==> src/rtl/register_scoreboard.sv <==
// Register write scoreboard: per-register pending-write counters that stall decode
// on read-after-write hazards or when a destination's counter is saturated.
module register_scoreboard #(
  parameter int NUM_REGS    = 16,
  parameter int SEL_WIDTH   = 4,
  parameter int COUNT_WIDTH = 2
) (
  input  logic                 i_clk,
  input  logic                 i_reset_n,
  input  logic                 i_decoder_valid,
  input  logic                 i_decoder_re1,
  input  logic [SEL_WIDTH-1:0] i_decoder_rs1,
  input  logic                 i_decoder_re2,
  input  logic [SEL_WIDTH-1:0] i_decoder_rs2,
  input  logic                 i_decoder_we,
  input  logic [SEL_WIDTH-1:0] i_decoder_ws,
  input  logic                 i_writeback_we,
  input  logic [SEL_WIDTH-1:0] i_writeback_ws,
  input  logic                 i_flush,
  output logic                 o_stall,
  output logic [NUM_REGS-1:0]  o_busy,
  output logic                 o_error
);

  localparam logic [COUNT_WIDTH-1:0] COUNT_MAX = '1;

  logic [NUM_REGS-1:0] busy;
  logic [NUM_REGS-1:0] rd1_hit;
  logic [NUM_REGS-1:0] rd2_hit;
  logic [NUM_REGS-1:0] wr_hit;
  logic [NUM_REGS-1:0] wb_hit;
  logic [NUM_REGS-1:0] full_vec;
  logic [NUM_REGS-1:0] underflow_vec;
  logic                read_hazard;
  logic                full_hazard;
  logic                issue;
  logic                error_reg;

  // Selectors at or above NUM_REGS never match any register, so they are ignored.
  genvar gi;
  generate
    for (gi = 0; gi < NUM_REGS; gi++) begin : g_reg
      logic [COUNT_WIDTH-1:0] count_reg;
      logic [COUNT_WIDTH-1:0] count_next;
      logic                   inc;
      logic                   dec;

      assign rd1_hit[gi]  = (i_decoder_rs1  == SEL_WIDTH'(gi));
      assign rd2_hit[gi]  = (i_decoder_rs2  == SEL_WIDTH'(gi));
      assign wr_hit[gi]   = (i_decoder_ws   == SEL_WIDTH'(gi));
      assign wb_hit[gi]   = (i_writeback_ws == SEL_WIDTH'(gi));
      assign busy[gi]     = (count_reg != '0);
      assign full_vec[gi] = (count_reg == COUNT_MAX);

      assign inc = issue && wr_hit[gi];
      assign dec = i_writeback_we && wb_hit[gi] && busy[gi];
      assign underflow_vec[gi] = i_writeback_we && wb_hit[gi] && !busy[gi];

      always_comb begin
        count_next = count_reg;
        if (inc && !dec) begin
          count_next = count_reg + COUNT_WIDTH'(1);
        end else if (dec && !inc) begin
          count_next = count_reg - COUNT_WIDTH'(1);
        end
      end

      always_ff @(posedge i_clk or negedge i_reset_n) begin
        if (!i_reset_n) begin
          count_reg <= '0;
        end else if (i_flush) begin
          count_reg <= '0;
        end else begin
          count_reg <= count_next;
        end
      end
    end
  endgenerate

  // Retire on the register being read still counts as a hazard this cycle.
  assign read_hazard = (i_decoder_re1 && |(rd1_hit & busy)) ||
                       (i_decoder_re2 && |(rd2_hit & busy));
  assign full_hazard = i_decoder_we && |(wr_hit & full_vec);
  assign o_stall     = i_decoder_valid && (read_hazard || full_hazard);
  assign issue       = i_decoder_valid && i_decoder_we && !o_stall;

  always_ff @(posedge i_clk or negedge i_reset_n) begin
    if (!i_reset_n) begin
      error_reg <= 1'b0;
    end else if (!i_flush && |underflow_vec) begin
      error_reg <= 1'b1;
    end
  end

  assign o_busy  = busy;
  assign o_error = error_reg;

endmodule

==> config.mk <==
export PLATFORM = sky130hd
export DESIGN_NAME = register_scoreboard
export DESIGN_NICKNAME = d
export VERILOG_FILES = /design/src/rtl/register_scoreboard.sv
export SDC_FILE = /design/constraint.sdc
export NUM_CORES = 1
export LEC_CHECK = 0
export ABC_AREA = 0
export ABC_CLOCK_PERIOD_IN_PS = 7070
export CAP_MARGIN = 20
export CORE_MARGIN = 8
export CORE_UTILIZATION = 40
export DETAILED_ROUTE_END_ITERATION = 10
export PLACE_DENSITY = 0.66
export SETUP_SLACK_MARGIN = 0.3
export SLEW_MARGIN = 20
export SYNTH_ARGS = -nofsm -noshare
export SYNTH_HDL_FRONTEND = slang
export SYNTH_SLANG_ARGS = --single-unit
==> constraint.sdc <==
create_clock -name i_clk -period 7.07 [get_ports i_clk]
set_input_delay 0.707 -clock i_clk [delete_from_list [all_inputs] [get_ports i_clk]]
set_output_delay 0.707 -clock i_clk [all_outputs]
set_load 0.02 [all_outputs]
Yosys cells after proc, flatten, opt, wreduce, memory -nomap -nowiden
Cells that the tools add are included.
- multiplexer cells: 48
- reduce and logical (&&, ||, !) cells: 195
- bitwise logic cells: 3
- equality and inequality tests: 76
- $add $sub $neg: 32
- operators by type and width (kind ; count):
    == test 4 bit, second input constant ; 32
    logical AND 1 bit ; 103
    two-way mux 2 bit ; 48
    == test 4 x 3 -> 1 bit, second input constant ; 16
    OR reduction 16 bit ; 4
    zero test 1 bit ; 50
    bitwise AND 16 bit ; 3
    nonzero test 3 bit ; 16
    adder 2 x 1 -> 2 bit, second input constant ; 16
    == test 2 bit, second input constant ; 16
    == test 4 x 2 -> 1 bit, second input constant ; 8
    nonzero test 2 bit ; 16
    subtractor 2 x 1 -> 2 bit, second input constant ; 16
    == test 4 x 1 -> 1 bit, second input constant ; 4
    zero test 4 bit ; 4
    logical OR 1 bit ; 2
- flip-flop bits (word level): 33

Depth between registers and ports, before layout
- depth in word-level cells: 15
- gate-level depth with buffers: 10
- mapped depth without buffers: 7

Worst setup path after synthesis
Ideal clock, no wire load.
- path kind: input-to-output
- start: input port i_decoder_rs2[3]
- end: output port o_stall
- path buffers: 2
- slack: 3.983 ns
- stages: 8
- arrival: 2.380 ns
- cell sequence: inv_1 -> mux4_1 -> o211ai_1 -> and4_1 -> buf_6 -> buf_12 -> a211oi_1 -> nor2b_1
- cells in the longest elaborated chain, start to end: 7
- ends and longest elaborated chain (what ; line ; text):
    start: declaration ; 14 ; input logic [SEL_WIDTH-1:0] i_decoder_rs2,
    == test 4 x 1 -> 1 bit, or another cell as far along ; 49 ; assign rd2_hit[gi] = (i_decoder_rs2 == SEL_WIDTH'(gi));
    bitwise AND 16 bit (*) ; 82 ; (i_decoder_re2 && |(rd2_hit & busy));
    OR reduction 16 bit (*) ; 82 ;
    logical AND 1 bit (*) ; 82 ;
    logical OR 1 bit (*) ; 81 ; assign read_hazard = (i_decoder_re1 && |(rd1_hit & busy)) ||
    logical OR 1 bit (*) ; 84 ; assign o_stall = i_decoder_valid && (read_hazard || full_hazard);
    logical AND 1 bit (*) ; 84 ;
    end: declaration ; 20 ; output logic o_stall,
Mark *: on every way between the ends. The rest lies on a longest branch, timed or not.

Worst setup path in the final report
- start: input port i_decoder_rs1[3]
- end: output port o_stall
- cells in the longest elaborated chain, start to end: 7
- ends and longest elaborated chain (what ; line ; text):
    start: declaration ; 12 ; input logic [SEL_WIDTH-1:0] i_decoder_rs1,
    == test 4 x 1 -> 1 bit, or another cell as far along ; 48 ; assign rd1_hit[gi] = (i_decoder_rs1 == SEL_WIDTH'(gi));
    bitwise AND 16 bit (*) ; 81 ;
    OR reduction 16 bit (*) ; 81 ;
    logical AND 1 bit (*) ; 81 ;
    logical OR 1 bit (*) ; 81 ;
    logical OR 1 bit (*) ; 84 ;
    logical AND 1 bit (*) ; 84 ;
Marked as above.

==> impl_metrics.toml <==
[setup_path]
cp-end-kind = "primary output"
startpoint = "i_decoder_rs1[3]"
start_kind = "primary input"
r2r-start = "g_reg[12].count_reg[1]$_DFFE_PN0P_"
crit_arrival_ns = 3.56
cp_data_required_time_ns = 6.36
path_class = "primary input to primary output"
cp_max_fo = 17

[place]
dp.cells = 475
place_congestion = 0.834
hpwlAfterDp_mm = 6.45
dp_slack_ns = 2.81
placed_area_um2 = 3540
io_buffers = 41

[synth]
yosys.area.top_type = "dfrtp_1"
yosysSeqAreaShare_pct = 26.7
syn-mean-instance-area_um2 = 8.95
synth_cell_types = 54
yosysWarnings = 0
syn-num-nets = 370
ys_async_sr_fraction_pct = 100
yosys.area.top_type_share_pct = 26.7
yosys-top-cells-area = "dfrtp_1 27%, mux4_2 7.3%, nor2_1 5.6%"
synth_ff_type = "dfrtp_1"
synth-seq-cells = 33
synth-edff-count = 0
netlist_area_um2 = 3100
synth_cells = 346

[clocking]
clk_latency_ns = 0.29
clkTransAtPathRegs_ns = 0.07
cts_root_buffer = "clkbuf_8"
numCtsBuffers = 5
cts_hold_buf = 0
post_cts_resized = 0
clock-sinks = 33
cts_setup_buffers = 0
cts_tree = "yes"
cts_max_level = 2
cts_buffer_depth = 2

[pwr]
vdd_ir_drop_max_mv = 0.0594
seqPwrFrac_pct = 45.7
p_total_mw = 0.417
p_sw_mw = 0.120
p_sw_share_pct = 28.8
intPower_mw = 0.297
comb_power_share_pct = 18.5
clkPwrFrac_pct = 35.8
p_per_area_nw_per_um2 = 115
total_leakage_power_nw = 1.31

[cells_and_area]
fin_nets = 404
area_growth_pct = 17.2
nFillCells = 746
layout-drive-gt1-share_pct = 14.7
largest_reg_flops = 32
num_antenna_cells = 0
final_common_cell = "nor2_1"
most-common-layout-cells = "46 x nor2_1, 41 x clkdlybuf4s50_1, 33 x dfrtp_1"
final_area_um2 = 3630
final_cells = 482
regArea_um2 = 826
multi_input_area_um2 = 2090

[sta]
setup_viol = 0
clock_skew_ns = 0.00458
rsz0062_at_grt = "no"
finalCritPeriodShare_pct = 60.4
period_needed_ns = 4.27
tightest_slew_ns = 0.692
final-max-slew-violation-count = 0
hold_viol_final = 0
slew_headroom_pct = 53.9
max_freq_mhz = 234
fin_ws_ns = 2.80
tns_ns = 0

[route]
post_drt_wl_per_cell_um = 17.8
drtAntennaViolNets = 0
first_pass_iters = 4
vias = 2738
drtIter0Drc = 137
vias_per_cell = 5.68
drc_errors = 0
drt_wl_total_mm = 8.58

[floorplanning]
die_w_um = 104
die_height_um = 104
core_um2 = 7610
die_area_um2 = 10800
pin_count = 42
initial_core_util_pct = 40.7
rows = 32

[status]
status = "finished clean"

[grt]
grt_pass1_wl_mm = 13.9
grt_max_degree = 34
grt_pass1_vias = 2659
track_usage_pct = 15.7
grt_remaining_overflow = 0
grt_antenna_before_repair = 0

[job]
drv_cap = 0

[min_path]
hold_class = "register to register"
hold_start = "o_error$_DFFE_PN0P_"
cells in the mapped netlist, types with 4 or more instances:
library cell   n
xnor2_1        9
o31ai_1        4
nor3b_1        7
inv_1         18
nor2_1        46
or3_1         12
nor4b_4        6
nor2b_1        9
or4b_2         5
xor2_1         7
nand2b_1       8
nand3b_1       5
nand3_1       10
nor4b_2        4
nor3_1        11
or2_2          4
a21oi_1       21
nor4_2         8
nor4_1         5
and2_1         4
nand2_1       31
o21ai_0       15
mux4_2        10
dfrtp_1       33
clkbuf_1       9
cells by family (layout without fill, tap and decap cells):
| group | Yosys count | in the layout | synth area share (%) |
|---|---|---|---|
| AOI/OAI and AO/OA | 58 | 58 | 11.7 |
| and+or+nand+nor | 189 | 189 | 40.7 |
| buffers and inverters | 35 | 69 | 5.90 |
| DFF | 33 | 33 | 26.7 |
| muxes | 15 | 15 | 10.5 |
| xor gates and xnor gates | 16 | 16 | 4.53 |
cell type report:
cell class                      count  area share, %
Clock buffer                        7           2.38
Sequential cell                    33           22.8
Multi-Input combinational cell    278           57.6
Inverter                           18           1.86
Tap cell                          102           3.52
Timing Repair Buffer               44           11.9
worst max-delay path: stages:
cell and delay, ns:
clkdlybuf4s50_1 0.61, mux4_2 0.54, o21bai_1 0.14, o2111a_2 0.67, a211oi_1 0.11, nor2b_1 0.15
clkdlybuf4s50_1 0.62
metal layers:
metal  vias up  GRT usage [%]  wire length (µm)
met4         0           5.89               152
met5         -              0                 0
li1       1324              -                 -
met1      1334           20.4              3880
met2        68           25.0              4100
met3        12           3.35               444
final timing paths:
path	to	slack, ns	depth (start not counted)
worst max register to register	g_reg[15].count_reg[0]$_DFFE_PN0P_	4.37	7
min in group asynchronous	g_reg[5].count_reg[0]$_DFFE_PN0P_	0.83	2
worst max-delay path	o_stall	2.80	7
max in group asynchronous	g_reg[10].count_reg[0]$_DFFE_PN0P_	5.92	2
worst min register to register	o_error$_DFFE_PN0P_	0.48	1
worst min-delay path	o_error$_DFFE_PN0P_	0.48	1
metrics by stage:
step,hold WS (ns),util [%]
detailed placement,0.458,46.6
CTS,0.478,47.7
global route,0.497,47.7
finish,0.477,47.7
floorplan,0.411,-
global placement,0.464,46.6
power by group through the flow:
| stage | Sequential, mW | Clock (mW) | Combinational [mW] |
|---|---|---|---|
| 2_1_floorplan | 0.194 | 0 | 0.0487 |
| 3_3_place_gp | 0.194 | 0 | 0.0758 |
| 3_5_place_dp | 0.194 | 0 | 0.0772 |
| 4_1_cts | 0.190 | 0.151 | 0.0774 |
| 5_1_grt | 0.190 | 0.160 | 0.0832 |
| 6_report | 0.190 | 0.149 | 0.0771 |
(Power assumes the default switching activity.)
